**config.mk**
```make
export PLATFORM = sky130hd
export DESIGN_NAME = rv_wb_master_bridge
export DESIGN_NICKNAME = d
export VERILOG_FILES = /design/src/rtl/wb_bridge_pkg.sv /design/src/rtl/rv_wb_master_bridge_timeout.sv /design/src/rtl/rv_wb_master_bridge.sv
export SDC_FILE = /design/constraint.sdc
export NUM_CORES = 1
export LEC_CHECK = 0
export CAP_MARGIN = 20
export CORE_MARGIN = 4
export CORE_UTILIZATION = 43
export CTS_CLUSTER_SIZE = 16
export DETAILED_ROUTE_END_ITERATION = 10
export PLACE_DENSITY = 0.85
export RECOVER_POWER = 25
export SLEW_MARGIN = 30
export SYNTH_ARGS = -nofsm -noshare
export SYNTH_HDL_FRONTEND = slang
export SYNTH_SLANG_ARGS = --single-unit
```
**constraint.sdc**
```tcl
create_clock -name clk -period 6.85 [get_ports clk]
set_input_delay 0.685 -clock clk [delete_from_list [all_inputs] [get_ports clk]]
set_output_delay 0.685 -clock clk [all_outputs]
set_load 0.01 [all_outputs]
```
**src/rtl/wb_bridge_pkg.sv**
```systemverilog
// Shared types and constants for the RV32I data-port to Wishbone bridge.
// Holds the bridge FSM encoding, the error read pattern and the default timeout.
package wb_bridge_pkg;

    typedef enum logic [1:0] {
        IDLE = 2'd0,
        BUS  = 2'd1,
        DONE = 2'd2
    } state_e;

    localparam logic [31:0] WB_ERR_DATA = 32'hDEAD_BEEF;

    localparam int unsigned DEFAULT_TIMEOUT = 255;

endpackage

```
**src/rtl/rv_wb_master_bridge_timeout.sv**
```systemverilog
// Bus-cycle watchdog for the Wishbone bridge (used only with WB_TIMEOUT_EN).
// expired pulses in the LIMIT-th consecutive ticking cycle after a clear.
module wb_timeout_counter
    import wb_bridge_pkg::*;
#(
    parameter int unsigned LIMIT = DEFAULT_TIMEOUT
) (
    input  logic clk,
    input  logic rst,
    input  logic clear,
    input  logic tick,
    output logic expired
);

    localparam int unsigned W = (LIMIT < 1) ? 1 : $clog2(LIMIT + 1);

    logic [W-1:0] cnt_q;
    logic [W-1:0] cnt_d;

    // Next count: hold at zero while cleared, otherwise count silent cycles.
    always_comb begin
        cnt_d = cnt_q;
        if (clear) begin
            cnt_d = '0;
        end else if (tick) begin
            cnt_d = cnt_q + W'(1);
        end
    end

    // Count register.
    always_ff @(posedge clk or posedge rst) begin
        if (rst) begin
            cnt_q <= '0;
        end else begin
            cnt_q <= cnt_d;
        end
    end

    assign expired = tick && (cnt_q == W'(LIMIT - 1));

endmodule

```
**src/rtl/rv_wb_master_bridge.sv**
```systemverilog
// RV32I data-memory port to Wishbone B4 classic master, one transfer at a time.
// Optional bus watchdog is compiled in when WB_TIMEOUT_EN is defined.
module rv_wb_master_bridge
    import wb_bridge_pkg::*;
#(
    parameter int unsigned ADDR_WIDTH     = 32,
    parameter int unsigned DATA_WIDTH     = 32,
    parameter int unsigned TIMEOUT_CYCLES = DEFAULT_TIMEOUT
) (
    input  logic                    clk,
    input  logic                    rst,
    input  logic                    mem_req,
    input  logic                    mem_we,
    input  logic [ADDR_WIDTH-1:0]   mem_addr,
    input  logic [DATA_WIDTH-1:0]   mem_wdata,
    input  logic [DATA_WIDTH/8-1:0] mem_be,
    output logic                    mem_ready,
    output logic [DATA_WIDTH-1:0]   mem_rdata,
    output logic                    wb_cyc_o,
    output logic                    wb_stb_o,
    output logic                    wb_we_o,
    output logic [ADDR_WIDTH-1:0]   wb_adr_o,
    output logic [DATA_WIDTH-1:0]   wb_dat_o,
    output logic [DATA_WIDTH/8-1:0] wb_sel_o,
    input  logic [DATA_WIDTH-1:0]   wb_dat_i,
    input  logic                    wb_ack_i,
    input  logic                    wb_err_i,
    output logic                    bus_err_o
);

    localparam int unsigned SW = DATA_WIDTH / 8;

    state_e                state_q, state_d;
    logic                  cyc_q, cyc_d;
    logic                  we_q, we_d;
    logic [ADDR_WIDTH-1:0] adr_q, adr_d;
    logic [DATA_WIDTH-1:0] dat_q, dat_d;
    logic [SW-1:0]         sel_q, sel_d;
    logic [DATA_WIDTH-1:0] rdata_q, rdata_d;
    logic                  ready_q, ready_d;
    logic                  err_q, err_d;
    logic                  timeout;

`ifdef WB_TIMEOUT_EN
    logic in_bus;
    logic to_tick;

    assign in_bus  = (state_q == BUS);
    assign to_tick = in_bus && !wb_ack_i && !wb_err_i;

    wb_timeout_counter #(
        .LIMIT(TIMEOUT_CYCLES)
    ) u_timeout (
        .clk    (clk),
        .rst    (rst),
        .clear  (!in_bus),
        .tick   (to_tick),
        .expired(timeout)
    );
`else
    assign timeout = 1'b0;
`endif

    // Next-state and registered-output logic for IDLE -> BUS -> DONE.
    always_comb begin
        state_d = state_q;
        cyc_d   = cyc_q;
        we_d    = we_q;
        adr_d   = adr_q;
        dat_d   = dat_q;
        sel_d   = sel_q;
        rdata_d = rdata_q;
        ready_d = 1'b0;
        err_d   = err_q;
        unique case (state_q)
            IDLE: begin
                if (mem_req) begin
                    we_d    = mem_we;
                    adr_d   = mem_addr;
                    dat_d   = mem_wdata;
                    sel_d   = mem_be;
                    cyc_d   = 1'b1;
                    state_d = BUS;
                end
            end
            BUS: begin
                // A real err beats ack; the watchdog only acts on silence.
                if (wb_err_i || (timeout && !wb_ack_i)) begin
                    cyc_d   = 1'b0;
                    rdata_d = DATA_WIDTH'(WB_ERR_DATA);
                    err_d   = 1'b1;
                    ready_d = 1'b1;
                    state_d = DONE;
                end else if (wb_ack_i) begin
                    cyc_d   = 1'b0;
                    rdata_d = we_q ? '0 : wb_dat_i;
                    ready_d = 1'b1;
                    state_d = DONE;
                end
            end
            DONE: begin
                state_d = IDLE;
            end
            default: begin
                cyc_d   = 1'b0;
                state_d = IDLE;
            end
        endcase
    end

    // State and output registers.
    always_ff @(posedge clk or posedge rst) begin
        if (rst) begin
            state_q <= IDLE;
            cyc_q   <= 1'b0;
            we_q    <= 1'b0;
            adr_q   <= '0;
            dat_q   <= '0;
            sel_q   <= '0;
            rdata_q <= '0;
            ready_q <= 1'b0;
            err_q   <= 1'b0;
        end else begin
            state_q <= state_d;
            cyc_q   <= cyc_d;
            we_q    <= we_d;
            adr_q   <= adr_d;
            dat_q   <= dat_d;
            sel_q   <= sel_d;
            rdata_q <= rdata_d;
            ready_q <= ready_d;
            err_q   <= err_d;
        end
    end

    assign mem_ready = ready_q;
    assign mem_rdata = rdata_q;
    assign wb_cyc_o  = cyc_q;
    assign wb_stb_o  = cyc_q;
    assign wb_we_o   = we_q;
    assign wb_adr_o  = adr_q;
    assign wb_dat_o  = dat_q;
    assign wb_sel_o  = sel_q;
    assign bus_err_o = err_q;

endmodule

```
Word level (Yosys, flattened, before mapping):

Cells that the tools add are included.

* register bits after elaboration: 106
* latch bits: 0
* RAM bits: 0
* memory bits (read-only): 0
* bits of input ports: 106
* word-level logic and storage cells: 35
* memories kept: 0

* $add $sub $neg: 0
* multiply operators: 0
* div/mod/pow operators: 0
* order comparisons: 0
* equal/unequal tests: 4
* shift-type cells: 0
* mux-type cells: 14
* bitwise gates (word level): 1
* reduce and logical (&&, ||, !) cells: 7

Operators by type and width (count)
* $mux 32: 3
* $reduce_and 2->1: 4
* $mux 1: 6
* $mux 2: 3
* $pmux 2 s2: 1
* $ne 3x3->1 const B: 1
* $pmux 1 s3: 1
* $reduce_and 3->1: 1
* $eq 2x1->1 const B: 1
* $eq 2x2->1 const B: 1
* $logic_not 2->1: 1
* $ne 2x2->1 const B: 1
* $reduce_bool 2->1: 1
* $not 1->1: 1

Depth between registers and ports, before layout:

* word-level depth: 3
* gate-level depth with buffers: 6
* gate-level depth less buffers: 3

Worst setup path after synthesis:

No wires, ideal clock.

* path type: input-to-reg
* from: input port mem_req
* to: register adr_q[0], in the netlist wb_adr_o[0]
* library setup time: 0.125 ns
* data arrival time: 1.572 ns
* required time: 6.725 ns
* setup slack: 5.154 ns
* stages: 3
* buffers on the path: 1
* cells stage by stage: nor3b_4 > buf_6 > mux2_2

* longest elaborated chain between the ends: 1

RTL lines
* start: declaration: line rv_wb_master_bridge.sv:12 `input logic mem_req,`
* $reduce_and 2->1 (no source line)
* end signal: assignment: line rv_wb_master_bridge.sv:127 `adr_q <= adr_d;`
* end: declaration: line rv_wb_master_bridge.sv:36 `logic [ADDR_WIDTH-1:0] adr_q, adr_d;`

No other way between the ends.
A chain may end at the register's enable or synchronous reset.

Worst setup path after layout:

* from: input port wb_err_i
* to: register rdata_q[29], in the netlist mem_rdata[29]

* longest elaborated chain between the ends: 2
* elaborated cells between the ends (all ways): 3

RTL lines
* start: declaration: line rv_wb_master_bridge.sv:27 `input logic wb_err_i,`
* $reduce_bool 2->1 (no source line)
* $reduce_and 2->1 (no source line)
* end signal: assignment: line rv_wb_master_bridge.sv:130 `rdata_q <= rdata_d;`
* end: declaration: line rv_wb_master_bridge.sv:39 `logic [DATA_WIDTH-1:0] rdata_q, rdata_d;`

Parallel ways exist; a longest one is shown, timed or not.

==> impl_metrics.prom <==
# TYPE chip_impl_metric gauge
chip_impl_metric{name="drive_above_1_share",unit=""} 0.162
chip_impl_metric{name="vdd.ir_drop.worst",unit="uV"} 168
chip_impl_metric{name="grt_overflow",unit=""} 0
chip_impl_metric{name="floorplan.initialDensity",unit=""} 0.439
chip_impl_metric{name="finalSetupViolations",unit=""} 0
chip_impl_metric{name="number_of_global_route_vias_before_repair",unit=""} 3412
chip_impl_metric{name="synth.lib_cells_used.distinct",unit=""} 18
chip_impl_info{name="rsz_0062_raised_after_global_routing",value="no"} 1
chip_impl_metric{name="finish.utilization",unit=""} 0.680
chip_impl_metric{name="postSynthAreaPerCell",unit="um^2"} 14.0
chip_impl_metric{name="drt_iter0_drc",unit=""} 76
chip_impl_metric{name="design.final.nets",unit=""} 618
chip_impl_metric{name="cp_slowest_stage_delay",unit="ps"} 860
chip_impl_info{name="synth_largest_area_cell",value="sky130_fd_sc_hd__dfrtp_1"} 1
chip_impl_info{name="crit_type",value="in -> reg"} 1
chip_impl_metric{name="placeableCoreArea",unit="mm^2"} 0.00968
chip_impl_metric{name="post_drt_wl_per_cell",unit="um"} 16.7
chip_impl_metric{name="cts_resized",unit=""} 0
chip_impl_info{name="path_delay_family",value="buffers and inverters"} 1
chip_impl_metric{name="dieWidth",unit="um"} 107
chip_impl_metric{name="drt_first_pass_iters",unit=""} 4
chip_impl_info{name="run_status",value="finished, final reports clean"} 1
chip_impl_metric{name="async_flop_share",unit=""} 1.00
chip_impl_metric{name="placement.cell_area",unit="mm^2"} 0.00641
chip_impl_metric{name="number_of_clock_sinks",unit=""} 106
chip_impl_info{name="critical_path_startpoint_category",value="input port"} 1
chip_impl_metric{name="number_of_top_level_pins",unit=""} 211
chip_impl_metric{name="drc",unit=""} 0
chip_impl_metric{name="number_of_rows_created_at_floorplan",unit=""} 36
chip_impl_metric{name="dr_total_vias",unit=""} 3118
chip_impl_metric{name="grt_use_total",unit=""} 0.191
chip_impl_metric{name="die-area",unit="mm^2"} 0.0116
chip_impl_info{name="launch_point_of_the_worst_reg_to_reg_path",value="state_q[0]$_DFFE_PP0P_"} 1
chip_impl_metric{name="seqCellArea",unit="mm^2"} 0.00265
chip_impl_info{name="holdCritStartpoint",value="bus_err_o$_DFFE_PP0P_"} 1
chip_impl_metric{name="regToRegSetupSlack",unit="ps"} 4670
chip_impl_metric{name="r2r.worst_path.cells",unit=""} 3
chip_impl_metric{name="stdcell_area",unit="mm^2"} 0.00658
chip_impl_metric{name="post_synth_instance_area",unit="mm^2"} 0.00426
chip_impl_metric{name="final.fill_count",unit=""} 711
chip_impl_info{name="yosys-top-cells-area",value="sky130_fd_sc_hd__dfrtp_1 (62%), sky130_fd_sc_hd__mux2_2 (16%), sky130_fd_sc_hd__mux2i_1 (7.8%)"} 1
chip_impl_metric{name="timing.hold.worst_path_depth",unit=""} 1
chip_impl_metric{name="grt_start_max_net_pins",unit=""} 74
chip_impl_metric{name="number_of_enable_flip_flop_cells_after_synthesis",unit=""} 0
chip_impl_metric{name="first_pass_grt_wire_length",unit="mm"} 17.2
chip_impl_metric{name="timing.critical_path.required",unit="ps"} 7120
chip_impl_metric{name="clk_pin_slew_worst_paths",unit="ps"} 90
chip_impl_info{name="synth_commonest_cells",value="sky130_fd_sc_hd__dfrtp_1 (106), sky130_fd_sc_hd__mux2_2 (62), sky130_fd_sc_hd__inv_1 (34)"} 1
chip_impl_metric{name="antennaDiodeCount",unit=""} 0
chip_impl_metric{name="cts_htree_levels",unit=""} 3
chip_impl_metric{name="ys.warnings.count",unit=""} 0
chip_impl_metric{name="synth.net_count",unit=""} 409
chip_impl_metric{name="tritoncts.num_buffers",unit=""} 9
chip_impl_metric{name="final.setup_skew",unit="ps"} 8.23
chip_impl_metric{name="max_fanout_on_critical_path",unit=""} 27
chip_impl_metric{name="area_used_by_multi_input_combinational_logic",unit="mm^2"} 0.00133
chip_impl_metric{name="timing.max_cap.violations",unit=""} 0
chip_impl_info{name="cts_tree",value="done"} 1
chip_impl_info{name="crit_path_top_delay_cell",value="sky130_fd_sc_hd__clkbuf_1"} 1
chip_impl_metric{name="synthCells",unit=""} 303
chip_impl_metric{name="synth-seq-area-share",unit=""} 0.623
chip_impl_metric{name="static-leakage-power",unit="nW"} 2.79
chip_impl_metric{name="worst_pin_slew",unit="ps"} 1440
chip_impl_metric{name="critical_path_depth",unit=""} 5
chip_impl_metric{name="numPortBuffers",unit=""} 210
chip_impl_metric{name="cellPowerDensity",unit="mW/mm^2"} 337
chip_impl_info{name="worstSetupEndpointType",value="register"} 1
chip_impl_info{name="ys.flop_type",value="sky130_fd_sc_hd__dfrtp_1"} 1
chip_impl_info{name="ctsRootBufferMaster",value="sky130_fd_sc_hd__clkbuf_8"} 1
chip_impl_metric{name="critPathArrivalTime",unit="ps"} 3160
chip_impl_metric{name="wl",unit="mm"} 10.9
chip_impl_metric{name="clock_tree.buffer_depth",unit=""} 2
chip_impl_info{name="crit_path_frequent_cell",value="sky130_fd_sc_hd__clkbuf_1"} 1
chip_impl_metric{name="final-hold-violation-count",unit=""} 0
chip_impl_metric{name="synth.ff_latch_count",unit=""} 106
chip_impl_info{name="hold_crit_path_type",value="reg -> reg"} 1
chip_impl_metric{name="yosysTopAreaCellShare",unit=""} 0.623
chip_impl_metric{name="cts_post_setup_buffers_inserted",unit=""} 0
chip_impl_metric{name="setup_total_negative_slack",unit="ps"} 0
chip_impl_metric{name="half_perimeter_wire_length_of_the_detailed_placement_result",unit="mm"} 8.27
chip_impl_metric{name="holdBufCountCts",unit=""} 0
chip_impl_metric{name="routabilityCongestion",unit=""} 0.716
chip_impl_metric{name="slew_viol_final",unit=""} 0
chip_impl_metric{name="critical_path.n_buffers_inverters",unit=""} 2
chip_impl_metric{name="portion_of_the_clock_cycle_consumed_by_the_worst_path_in_the_final_layout",unit=""} 0.423
chip_impl_info{name="hold_path_end",value="bus_err_o$_DFFE_PP0P_"} 1
chip_impl_metric{name="max_freq",unit="MHz"} 345
chip_impl_metric{name="via_cell_ratio",unit=""} 4.80
chip_impl_info{name="yosys.cell_count.top_type",value="sky130_fd_sc_hd__dfrtp_1"} 1
chip_impl_metric{name="die-height",unit="um"} 107
chip_impl_metric{name="postRouteAntennaNets",unit=""} 0
chip_impl_metric{name="maxSlewHeadroom",unit=""} 0.0326
chip_impl_metric{name="antenna_found_initial",unit=""} 0
chip_impl_info{name="critical_path.cell_chain",value="clkbuf_1 -> nor2_1 -> nor3b_2 -> clkbuf_1 -> mux2i_1"} 1
chip_impl_info{name="regToRegEndpoint",value="wb_adr_o[30]$_DFFE_PP0P_"} 1
chip_impl_metric{name="worst_skew_pair.late_latency",unit="ps"} 350
chip_impl_metric{name="timing.final.crit_period",unit="ps"} 2890
chip_impl_metric{name="area.growth.synth_to_final",unit="%"} 54.7
## area by class of cell
type | count | area share
Inverter | 35 | 0.0202
Clock inverter | 3 | 0.00228
Tap cell | 133 | 0.0253
Clock buffer | 13 | 0.0226
Sequential cell | 106 | 0.403
Timing Repair Buffer | 215 | 0.325
Multi-Input combinational cell | 145 | 0.202
## metrics by stage
| stage | cells | setup WS [ps] | hold slack (ps) | total power, mW |
|---|---|---|---|---|
| CTS | 649 | 3910 | 494 | 2.25 |
| global route | 650 | 3830 | 500 | 2.35 |
| global placement | 633 | 3650 | 452 | 1.86 |
| detailed placement | 633 | 3530 | 466 | 1.90 |
| finish | 650 | 3960 | 492 | 2.22 |
| floorplan | 303 | 3380 | 512 | 1.34 |
## cell usage in the layout, fill, tap and decap left out, types with 2 or more instances in the layout
| cell type | n |
|---|---|
| sky130_fd_sc_hd__nor2_1 | 3 |
| sky130_fd_sc_hd__buf_6 | 2 |
| sky130_fd_sc_hd__clkdlybuf4s50_1 | 208 |
| sky130_fd_sc_hd__dfrtp_1 | 106 |
| sky130_fd_sc_hd__clkinv_2 | 3 |
| sky130_fd_sc_hd__mux2_2 | 62 |
| sky130_fd_sc_hd__o21ai_0 | 2 |
| sky130_fd_sc_hd__buf_4 | 2 |
| sky130_fd_sc_hd__nand2_1 | 9 |
| sky130_fd_sc_hd__clkbuf_1 | 5 |
| sky130_fd_sc_hd__mux2i_1 | 33 |
| sky130_fd_sc_hd__inv_1 | 33 |
| sky130_fd_sc_hd__mux2_1 | 6 |
| sky130_fd_sc_hd__clkbuf_8 | 10 |
| sky130_fd_sc_hd__a21oi_1 | 25 |
## worst max path at each step
stage,from,to,slack [ps]
6_report,wb_err_i,mem_rdata[29]$_DFFE_PP0P_,3960
5_1_grt,wb_err_i,mem_rdata[1]$_DFFE_PP0P_,3830
4_1_cts,mem_req,wb_adr_o[30]$_DFFE_PP0P_,3910
3_5_place_dp,mem_req,wb_adr_o[25]$_DFFE_PP0P_,3530
3_3_place_gp,mem_req,wb_dat_o[13]$_DFFE_PP0P_,3650
2_1_floorplan,rst,bus_err_o$_DFFE_PP0P_,3380
## where the power goes
group	total [mW]	switching [mW]	internal, mW
logic	0.929	0.362	0.566
registers	0.950	0.116	0.834
clock network	0.339	0.198	0.141
## sequential cells by signal, summed over array words and instances, names as in the netlist
signal     cells
mem_rdata     32
wb_we_o        1
mem_ready      1
wb_cyc_o       1
bus_err_o      1
wb_sel_o       4
wb_adr_o      32
state_q        2
wb_dat_o      32
## cells by family after synthesis
kind of cell	count (synthesis)	synth area share
compound gates	28	0.0338
buf+inv	52	0.0656
flops	106	0.623
mux	101	0.258
simple gates	16	0.0197
## layer usage
metal	share of wire	up-vias	track usage
li1	-	1428	-
met1	0.36	1552	0.208
met2	0.53	120	0.334
met3	0.091	18	0.0744
met4	0.022	0	0.0694
met5	0	-	0
Note: power is estimated with default switching activity, not from simulation.
